--- src/rtl/matrix_pkg.sv ---
// Shared types and helpers for the matrix loader: FSM state encoding,
// default element width and row-major flat index.
package matrix_pkg;

  typedef enum logic [1:0] {
    LOAD_A = 2'd0,
    LOAD_B = 2'd1,
    HOLD   = 2'd2
  } ld_state_e;

  localparam int ELEM_W = 32;

  function automatic int flat_idx(input int i, input int j, input int n);
    return i * n + j;
  endfunction

endpackage

--- src/rtl/mat_idx_counter.sv ---
// Element index for the loader: increments per accept, wraps to zero after
// the last element of an N x N matrix, synchronous clear has priority.
module mat_idx_counter #(
  parameter int N  = 2,
  parameter int IW = (N * N > 1) ? $clog2(N * N) : 1
) (
  input  logic          clk,
  input  logic          rst,
  input  logic          clear,
  input  logic          inc,
  output logic [IW-1:0] idx,
  output logic          last
);

  localparam logic [IW-1:0] LAST_IDX = IW'(N * N - 1);

  logic [IW-1:0] idx_q, idx_d;

  assign idx  = idx_q;
  assign last = (idx_q == LAST_IDX);

  always_comb begin
    idx_d = idx_q;
    if (clear) begin
      idx_d = '0;
    end else if (inc) begin
      idx_d = last ? '0 : idx_q + 1'b1;
    end
  end

  always_ff @(posedge clk or posedge rst) begin
    if (rst) idx_q <= '0;
    else     idx_q <= idx_d;
  end

endmodule

--- src/rtl/matrix_loader.sv ---
// Streams A then B (row-major) into two N x N register matrices and holds the pair
// for a multiplier. MATRIX_LOADER_TRANSPOSE_B_EN: B is streamed column-major.
module matrix_loader
  import matrix_pkg::*;
#(
  parameter int N = 2,
  parameter int W = ELEM_W
) (
  input  logic             clk,
  input  logic             rst,
  input  logic             clear,
  input  logic             in_valid,
  output logic             in_ready,
  input  logic [W-1:0]     in_data,
  output logic [N*N*W-1:0] mat_a,
  output logic [N*N*W-1:0] mat_b,
  output logic             out_valid,
  input  logic             out_ready
);

  localparam int IW = (N * N > 1) ? $clog2(N * N) : 1;

  ld_state_e     state_q, state_d;
  logic [IW-1:0] idx;
  logic [IW-1:0] b_idx;
  logic          idx_last;
  logic          accept;
  logic          inc;
  logic          wr_a, wr_b;
  logic [W-1:0]  a_q [N*N];
  logic [W-1:0]  b_q [N*N];

  assign in_ready  = (state_q != HOLD);
  assign out_valid = (state_q == HOLD);
  assign accept    = in_valid && in_ready;
  assign wr_a      = accept && !clear && (state_q == LOAD_A);
  assign wr_b      = accept && !clear && (state_q == LOAD_B);

  mat_idx_counter #(.N(N), .IW(IW)) u_idx (
    .clk   (clk),
    .rst   (rst),
    .clear (clear),
    .inc   (inc),
    .idx   (idx),
    .last  (idx_last)
  );

  always_comb begin
    b_idx = idx;
`ifdef MATRIX_LOADER_TRANSPOSE_B_EN
    // stream position k = r*N + c lands at element (c, r)
    b_idx = IW'(flat_idx(int'(idx) % N, int'(idx) / N, N));
`endif
  end

  always_comb begin
    state_d = state_q;
    inc     = 1'b0;
    case (state_q)
      LOAD_A: if (accept) begin
        inc = 1'b1;
        if (idx_last) state_d = LOAD_B;
      end
      LOAD_B: if (accept) begin
        inc = 1'b1;
        if (idx_last) state_d = HOLD;
      end
      HOLD:    if (out_ready) state_d = LOAD_A;
      default: state_d = LOAD_A;
    endcase
    if (clear) begin
      state_d = LOAD_A;
      inc     = 1'b0;
    end
  end

  always_ff @(posedge clk or posedge rst) begin
    if (rst) state_q <= LOAD_A;
    else     state_q <= state_d;
  end

  always_ff @(posedge clk or posedge rst) begin
    if (rst) begin
      for (int k = 0; k < N * N; k++) begin
        a_q[k] <= '0;
        b_q[k] <= '0;
      end
    end else begin
      if (wr_a) a_q[idx]   <= in_data;
      if (wr_b) b_q[b_idx] <= in_data;
    end
  end

  for (genvar k = 0; k < N * N; k++) begin : g_flat
    assign mat_a[k*W +: W] = a_q[k];
    assign mat_b[k*W +: W] = b_q[k];
  end

endmodule
--- config.mk ---
export PLATFORM = sky130hd
export DESIGN_NAME = matrix_loader
export DESIGN_NICKNAME = d
export VERILOG_FILES = /design/src/rtl/matrix_pkg.sv /design/src/rtl/mat_idx_counter.sv /design/src/rtl/matrix_loader.sv
export SDC_FILE = /design/constraint.sdc
export NUM_CORES = 1
export LEC_CHECK = 0
export CORE_ASPECT_RATIO = 1.5
export CORE_MARGIN = 2
export CORE_UTILIZATION = 25
export DETAILED_ROUTE_END_ITERATION = 10
export MAX_ROUTING_LAYER = met4
export PLACE_DENSITY = 0.52
export SETUP_SLACK_MARGIN = 0.2
export SLEW_MARGIN = 20
export SYNTH_ARGS = -nofsm -noshare
export SYNTH_HDL_FRONTEND = slang
export SYNTH_SLANG_ARGS = --single-unit
--- constraint.sdc ---
create_clock -name clk -period 7.75 [get_ports clk]
set_clock_uncertainty 0.1 [all_clocks]
set_input_delay 1.1625 -clock clk [delete_from_list [all_inputs] [get_ports clk]]
set_output_delay 1.1625 -clock clk [all_outputs]
set_load 0.05 [all_outputs]
### Word-level counts from Yosys, hierarchy flattened

Cells that the tools add are included.

* $lt $le $gt $ge: 2
* equality and inequality tests: 9
* reduce and logical (&&, ||, !) cells: 10
* mux-type cells: 17
* bitwise operators: 1
* add/subtract/negate cells: 1

Operators by type and width (number)
* $bwmux 128: 2
* $demux 32 s2: 1
* $mux 32: 1
* $mux 2: 9
* $ne 3x2->1 const B: 3
* $ne 3x3->1 const B: 2
* $pmux 2 s3: 1
* $logic_and 1x1->1: 5
* $reduce_and 5->1: 1
* $eq 2x2->1 const B: 2
* $ge 3x3->1 const B: 1
* $lt 3x1->1 const B: 1
* $mux 1: 3
* $not 2->3: 1
* $add 2x1->2 const B: 1
* $eq 2x1->1 const B: 1
* $logic_not 2->1: 1
* $ne 2x2->1 const B: 1
* $reduce_bool 2->1: 1
* $reduce_or 2->1: 1
* $logic_not 1->1: 1

* word-level logic and storage cells: 50
* flip-flop bits (word level): 260
* output and inout port bits: 258
* bits of input ports: 37

### Logic depth before layout (Yosys ltp)

Gate-level depths: netlist of the first run.

* word-level depth: 7
* gate-level depth with buffers: 5
* gate-level depth less buffers: 4

### By module

From an unflattened synthesis of the first run, not the netlist that was laid out.

* cells, all modules: 573
* area, all modules: 9862.0 sq um

Modules (own cells, without submodules)
* matrix_loader: cells each 564, area each 9758.1 sq um, seq. area each 6456.2 sq um, times used 1
* mat_idx_counter: cells each 9, area each 103.8 sq um, seq. area each 50.0 sq um, times used 1

### Worst setup path before layout of the first run

No wires, ideal clock.

* path type: register -> output
* start point: register state_q[0]
* end point: output port out_valid
* path buffers: 0
* setup slack: 5.190 ns
* data required time: 6.488 ns
* data arrival time: 1.297 ns
* cell stages (with the launch flop): 3
* cell sequence: dfrtp_1 nand2b_1 inv_1

* longest elaborated chain between the ends: 1

Ends and longest elaborated chain
* start, declared: RTL line matrix_loader.sv:23 `ld_state_e state_q, state_d;`
* start signal, assigned: RTL line matrix_loader.sv:79 `else state_q <= state_d;`
* $eq 2x2->1: RTL line matrix_loader.sv:34 `assign out_valid = (state_q == HOLD);`
* end, declared: RTL line matrix_loader.sv:17 `output logic out_valid,`

No other way between the ends.

### Final worst setup path of the first run

Same ends and word-level chain as after synthesis.

==> results of run 1 <==
final timing paths:
| kind | slack, ps | cells after the start | to | startpoint |
|---|---|---|---|---|
| worst max-delay path | 4320 | 3 | out_valid | state_q[0] |
| worst min-delay path | 400 | 1 | mat_a[112] | mat_a[112] |
| worst max register to register | 5360 | 3 | mat_a[0] | state_q[1] |
| worst min register to register | 400 | 1 | mat_a[112] | mat_a[112] |
| max in group asynchronous | 5160 | 5 | mat_a[69] | rst |
| min in group asynchronous | 1030 | 3 | mat_b[86] | rst |
power groups by stage:
stage | sequential (uW) | combinational (uW) | clock (uW)
global route | 1700 | 1590 | 1480
detailed placement | 1690 | 1560 | 0
global placement | 1690 | 1550 | 0
CTS | 1670 | 1560 | 1440
finish | 1670 | 1540 | 1390
floorplan | 2430 | 223 | 0
critical path: stages, from the launching register on:
cell and delay (ps):
dfrtp_1 450, nand2b_1 190, inv_1 80, clkdlybuf4s50_1 900
per-layer routing:
metal / vias up / GRT usage / wire length, um
li1: 2627 / - / -
met1: 3140 / 0.148 / 10600
met2: 168 / 0.268 / 16100
met3: 42 / 0.0257 / 1410
met4: 0 / 0.0479 / 876
met5: - / - / 0
placed cells by master, fill, tap and decap left out, drive strengths merged, types with 2 or more instances in the layout:
cell / count
nor2: 4
clkdlybuf4s50: 294
bufinv: 5
clkinv: 4
clkbuf: 34
mux2: 256
inv: 6
clkinvlp: 2
ha: 4
mux2i: 2
dfrtp: 260
nand2: 9
buf: 10
registers in the layout, indices dropped and copies added, names as in the netlist:
signal,cells
state_q,2
mat_a,128
mat_b,128
u_idx.idx,2
metrics by stage:
step / hold WS (ps) / worst slack (ps) / area, sq um / instances / total power [uW]
final: 402 / 4320 / 14300 / 1398 / 4590
after global placement: 386 / 4060 / 13300 / 1349 / 3240
after floorplan: 413 / 3060 / 9870 / 571 / 2660
after global routing: 410 / 4240 / 14300 / 1398 / 4770
after CTS: 406 / 4280 / 14200 / 1395 / 4670
after detailed placement: 391 / 3980 / 13300 / 1349 / 3250
cell type report:
type | count | area share
clock buffer | 34 | 0.0506
tap | 500 | 0.0439
timing repair buffer | 304 | 0.215
antenna | 1 | 0.000176
clock inverter | 12 | 0.0147
multi-input combinational | 282 | 0.218
inverter | 5 | 0.00158
sequential | 260 | 0.456
cell families (layout without fill, tap and decap cells):
group	after synthesis	in the layout	synth area share
buffers and inverters	29	355	0.0293
AO/OA/AOI/OAI	1	1	0.000888
XOR/XNOR	1	1	0.000888
flip-flops	260	260	0.659
other	0	1	0
AND/OR/NAND/NOR	18	18	0.0104
adder cells (fa/ha/maj)	4	4	0.00507
multiplexers	258	258	0.294
==> impl_metrics.tcl, run 1 <==
set metrics [dict create \
    status "completed" \
    p_sw_frac 0.365 \
    ys.warnings.count 0 \
    critPathLaunchType "flip-flop" \
    synth_seq_cells 260 \
    dieHeight_um 247 \
    synth_top_area_frac 0.659 \
    ios 295 \
    pwr-share-seq 0.363 \
    wl_per_cell_um 20.8 \
    worstSkewPairLatency_ps 560 \
    gr-usage-all-layers 0.141 \
    drc_errors 0 \
    tns_ps 0 \
    synthArstFlopShare 1.00 \
    yosysTopAreaCell "dfrtp_1" \
    slew_viol_final 0 \
    synth_cell_types 15 \
    nFillCells 3794 \
    hold_class "flip-flop to flip-flop" \
    power_frac_comb 0.335 \
    fin_util 0.364 \
    rows 89 \
    multi_input_area_sq_mm 0.00311 \
    crit_path_max_fanout 5 \
    max_cap_violations 0 \
    drive_above_1_share 0.355 \
    power.share.clock 0.302 \
    fin_crit_sh 0.443 \
    power.switching_uw 1680 \
    cts_buffers 27 \
    ir_worst_vdd_v 0.000216 \
    yosysMostFrequentCell "dfrtp_1" \
    globalplace.congestion 0.710 \
    core_area_sq_mm 0.0392 \
    dr_total_vias 5977 \
    ys.flop_type "dfrtp_1" \
    p_int_uw 2920 \
    seqCellArea_sq_mm 0.00651 \
    clk_pin_slew_ps 60 \
    start_util 0.252 \
    cts_resized 0 \
    cts-root-buf "clkbuf_16" \
    grt_overflow 0 \
    wirelength_um 29000 \
    endpoint_kind "primary output" \
    grt_pass1_wl_um 42600 \
    cts.hold.buffers_added 0 \
    syn_inst 571 \
    relSlewSlack 0.359 \
    nets 921 \
    p_leak_uw 0.00655 \
    drt_first_pass_iters 4 \
    cts_max_level 1 \
    first_global_vias 6354 \
    cts_tree "done" \
    clkSinkCount 260 \
    grt_max_degree 76 \
    hold_violations 0 \
    dp_hpwl_um 19700 \
    cp.arrival_ps 2170 \
    synth_edf_count 0 \
    fmax_ghz 0.291 \
    synth_seq_area_share 0.659 \
    crit_type "flip-flop to primary output" \
    setup_viol 0 \
    netlist_area_sq_mm 0.00987 \
    synth.area.top_cells "dfrtp_1 (66%), mux2_2 (29%), buf_6 (2.7%)" \
    syn_nets 612 \
    io_buffers 294 \
    period_needed_ps 3430 \
    initialDrtViolationCount 177 \
    die-area_sq_mm 0.0411 \
    post-cts-setup-buffers 0 \
    power_density_mw_per_mm2 322 \
    yosys-top-cells-count "dfrtp_1 (260), mux2_2 (256), buf_6 (24)" \
    die_w_um 166 \
    antenna_found_initial 1 \
    vias_per_cell 4.28 \
    postRouteAntennaNets 0 \
    postSynthAreaPerCell_sq_um 17.3 \
    rsz0062_at_grt "false" \
    areaGrowthSynthToFinish_pct 44.5 \
    worst_slew_pin_slew_ps 958 \
    clk_path_buf_depth 3 \
    required_ps 6490 \
]
Note: power is estimated with default switching activity, not from simulation.
==> run 2, diff against run 1 <==
clock period = 3.08 ns   (was 7.75 ns; I/O delays follow)
==> run 2 against run 1 <==
Net effect:
- setup slack got worse by 4000 ps
- power increased by 140%
- critical path depth unchanged
- combinational power increased to 2.5 times the previous value
- first-iteration DRC count increased by 23%
- critical path type unchanged
- highest routed layer unchanged
==> impl_metrics.tcl, run 2 (same netlist as run 1, synthesis figures left out) <==
set metrics [dict create \
    cpPeakStageDelay_ps 880 \
    io_buffers 294 \
    antenna_found_initial 0 \
    crit_path_max_fanout 5 \
    worst_path_max_delay_cell "clkdlybuf4s50_1" \
    stdcell_area_sq_mm 0.0142 \
    first_global_vias 6449 \
    hold_class "primary input to asynchronous set/reset pin" \
    required_ps 2520 \
    wl_per_cell_um 20.7 \
    timing.rr.end "mat_a[103]" \
    drt_first_pass_iters 4 \
    gr-usage-all-layers 0.143 \
    grt_pass1_wl_um 43400 \
    dp_cells 1361 \
    cts_buffers 26 \
    grt_overflow 0 \
    endpoint_kind "primary output" \
    critPathLaunchType "flip-flop" \
    cts.hold.buffers_added 0 \
    fmax_ghz 0.368 \
    die_w_um 166 \
    max_cap_violations 0 \
    r2r.worst_path.cells 4 \
    fin_crit_sh 0.882 \
    globalplace.congestion 0.781 \
    status "completed" \
    final_cell_mix "clkdlybuf4s50_1 (294), dfrtp_1 (260), mux2_2 (256)" \
    path_cells "nand2b_1 -> inv_1 -> clkdlybuf4s50_1" \
    setup_viol 0 \
    layout_commonest_cell "clkdlybuf4s50_1" \
    areaGrowthSynthToFinish_pct 44.3 \
    cts-root-buf "clkbuf_16" \
    finalNonFillerCells 1407 \
    wirelength_um 29100 \
    worstSkewPairLatency_ps 550 \
    cts_tree "done" \
    nets 930 \
    cts_max_level 1 \
    nFillCells 3805 \
    worst_slew_pin_slew_ps 616 \
    core_area_sq_mm 0.0392 \
    clkSinkCount 260 \
    r2r_slack_ps 1180 \
    tns_ps 0 \
    clk_pin_slew_ps 60 \
    dieHeight_um 247 \
    drive_above_1_share 0.359 \
    dr_total_vias 6072 \
    post_dp_cell_area_sq_mm 0.0134 \
    hold_violations 0 \
    ios 295 \
    clk_path_buf_depth 3 \
    rows 89 \
    initialDrtViolationCount 217 \
    r2r_start "state_q[1]" \
    post-cts-setup-buffers 0 \
    postRouteAntennaNets 0 \
    antenna_cells 0 \
    p_leak_uw 0.00653 \
    power_density_mw_per_mm2 788 \
    cts_resized 0 \
    ir_worst_vdd_v 0.000517 \
    dp_hpwl_um 20600 \
    grt_max_degree 95 \
    relSlewSlack 0.588 \
    period_needed_ps 2720 \
    crit_type "flip-flop to primary output" \
    cp.arrival_ps 2160 \
    die-area_sq_mm 0.0411 \
    vias_per_cell 4.32 \
    drc_errors 0 \
    slew_viol_final 0 \
    rsz0062_at_grt "false" \
    start_util 0.252 \
]
-- run 2: cell count changes in the layout (fill, tap and decap cells not counted), sizes merged --
cell / change
clkinvlp: -1
buf: +10
clkbuf: +7
bufinv: -4
inv: -2
diode: -1
-- run 2: where the power goes --
part | switching [uW] | total, uW | internal [uW]
clock | 1330 | 3170 | 1830
combinational | 2540 | 3850 | 1310
sequential | 263 | 4210 | 3940
-- run 2: worst max-delay path by stage --
stage	startpoint	endpoint	cells after the start
final	state_q[0]	out_valid	3
after detailed placement	clear	mat_b[1]	5
after global routing	state_q[0]	out_valid	3
after CTS	state_q[0]	out_valid	3
after floorplan	rst	mat_a[0]	1
after global placement	clear	mat_b[12]	5
-- run 2: stage by stage --
| step | power (uW) | utilization | hold WS (ps) | setup slack, ps |
|---|---|---|---|---|
| global route | 11700 | 0.363 | 280 | 287 |
| finish | 11200 | 0.363 | 254 | 362 |
| floorplan | 6680 | - | 413 | -910 |
| detailed placement | 8170 | 0.342 | 391 | 542 |
| CTS | 11400 | 0.363 | 220 | 308 |
| global placement | 8150 | 0.342 | 388 | 579 |
-- run 2: layout make-up --
class                           instances  area (sq um)  area share
Clock buffer                           41           787      0.0553
Clock inverter                          5          65.1     0.00457
Inverter                                5          22.5     0.00158
Multi-Input combinational cell        282          3090       0.217
Sequential cell                       260          6510       0.457
Tap cell                              500           626      0.0439
Timing Repair Buffer                  314          3140       0.221
-- run 2: critical path, delay by kind of cell, from the launching register on --
kind	cells	cell delay [ps]
buffers and inverters	2	970
flip-flops	1	440
AND/OR/NAND/NOR	1	190
-- run 2: metal layers --
metal / global-route usage / part of all wire / up-vias
met1: 0.152 / 0.37 / 3190
met3: 0.0246 / 0.046 / 45
li1: - / - / 2663
met2: 0.271 / 0.56 / 174
met4: 0.0461 / 0.029 / 0
met5: - / 0 / -
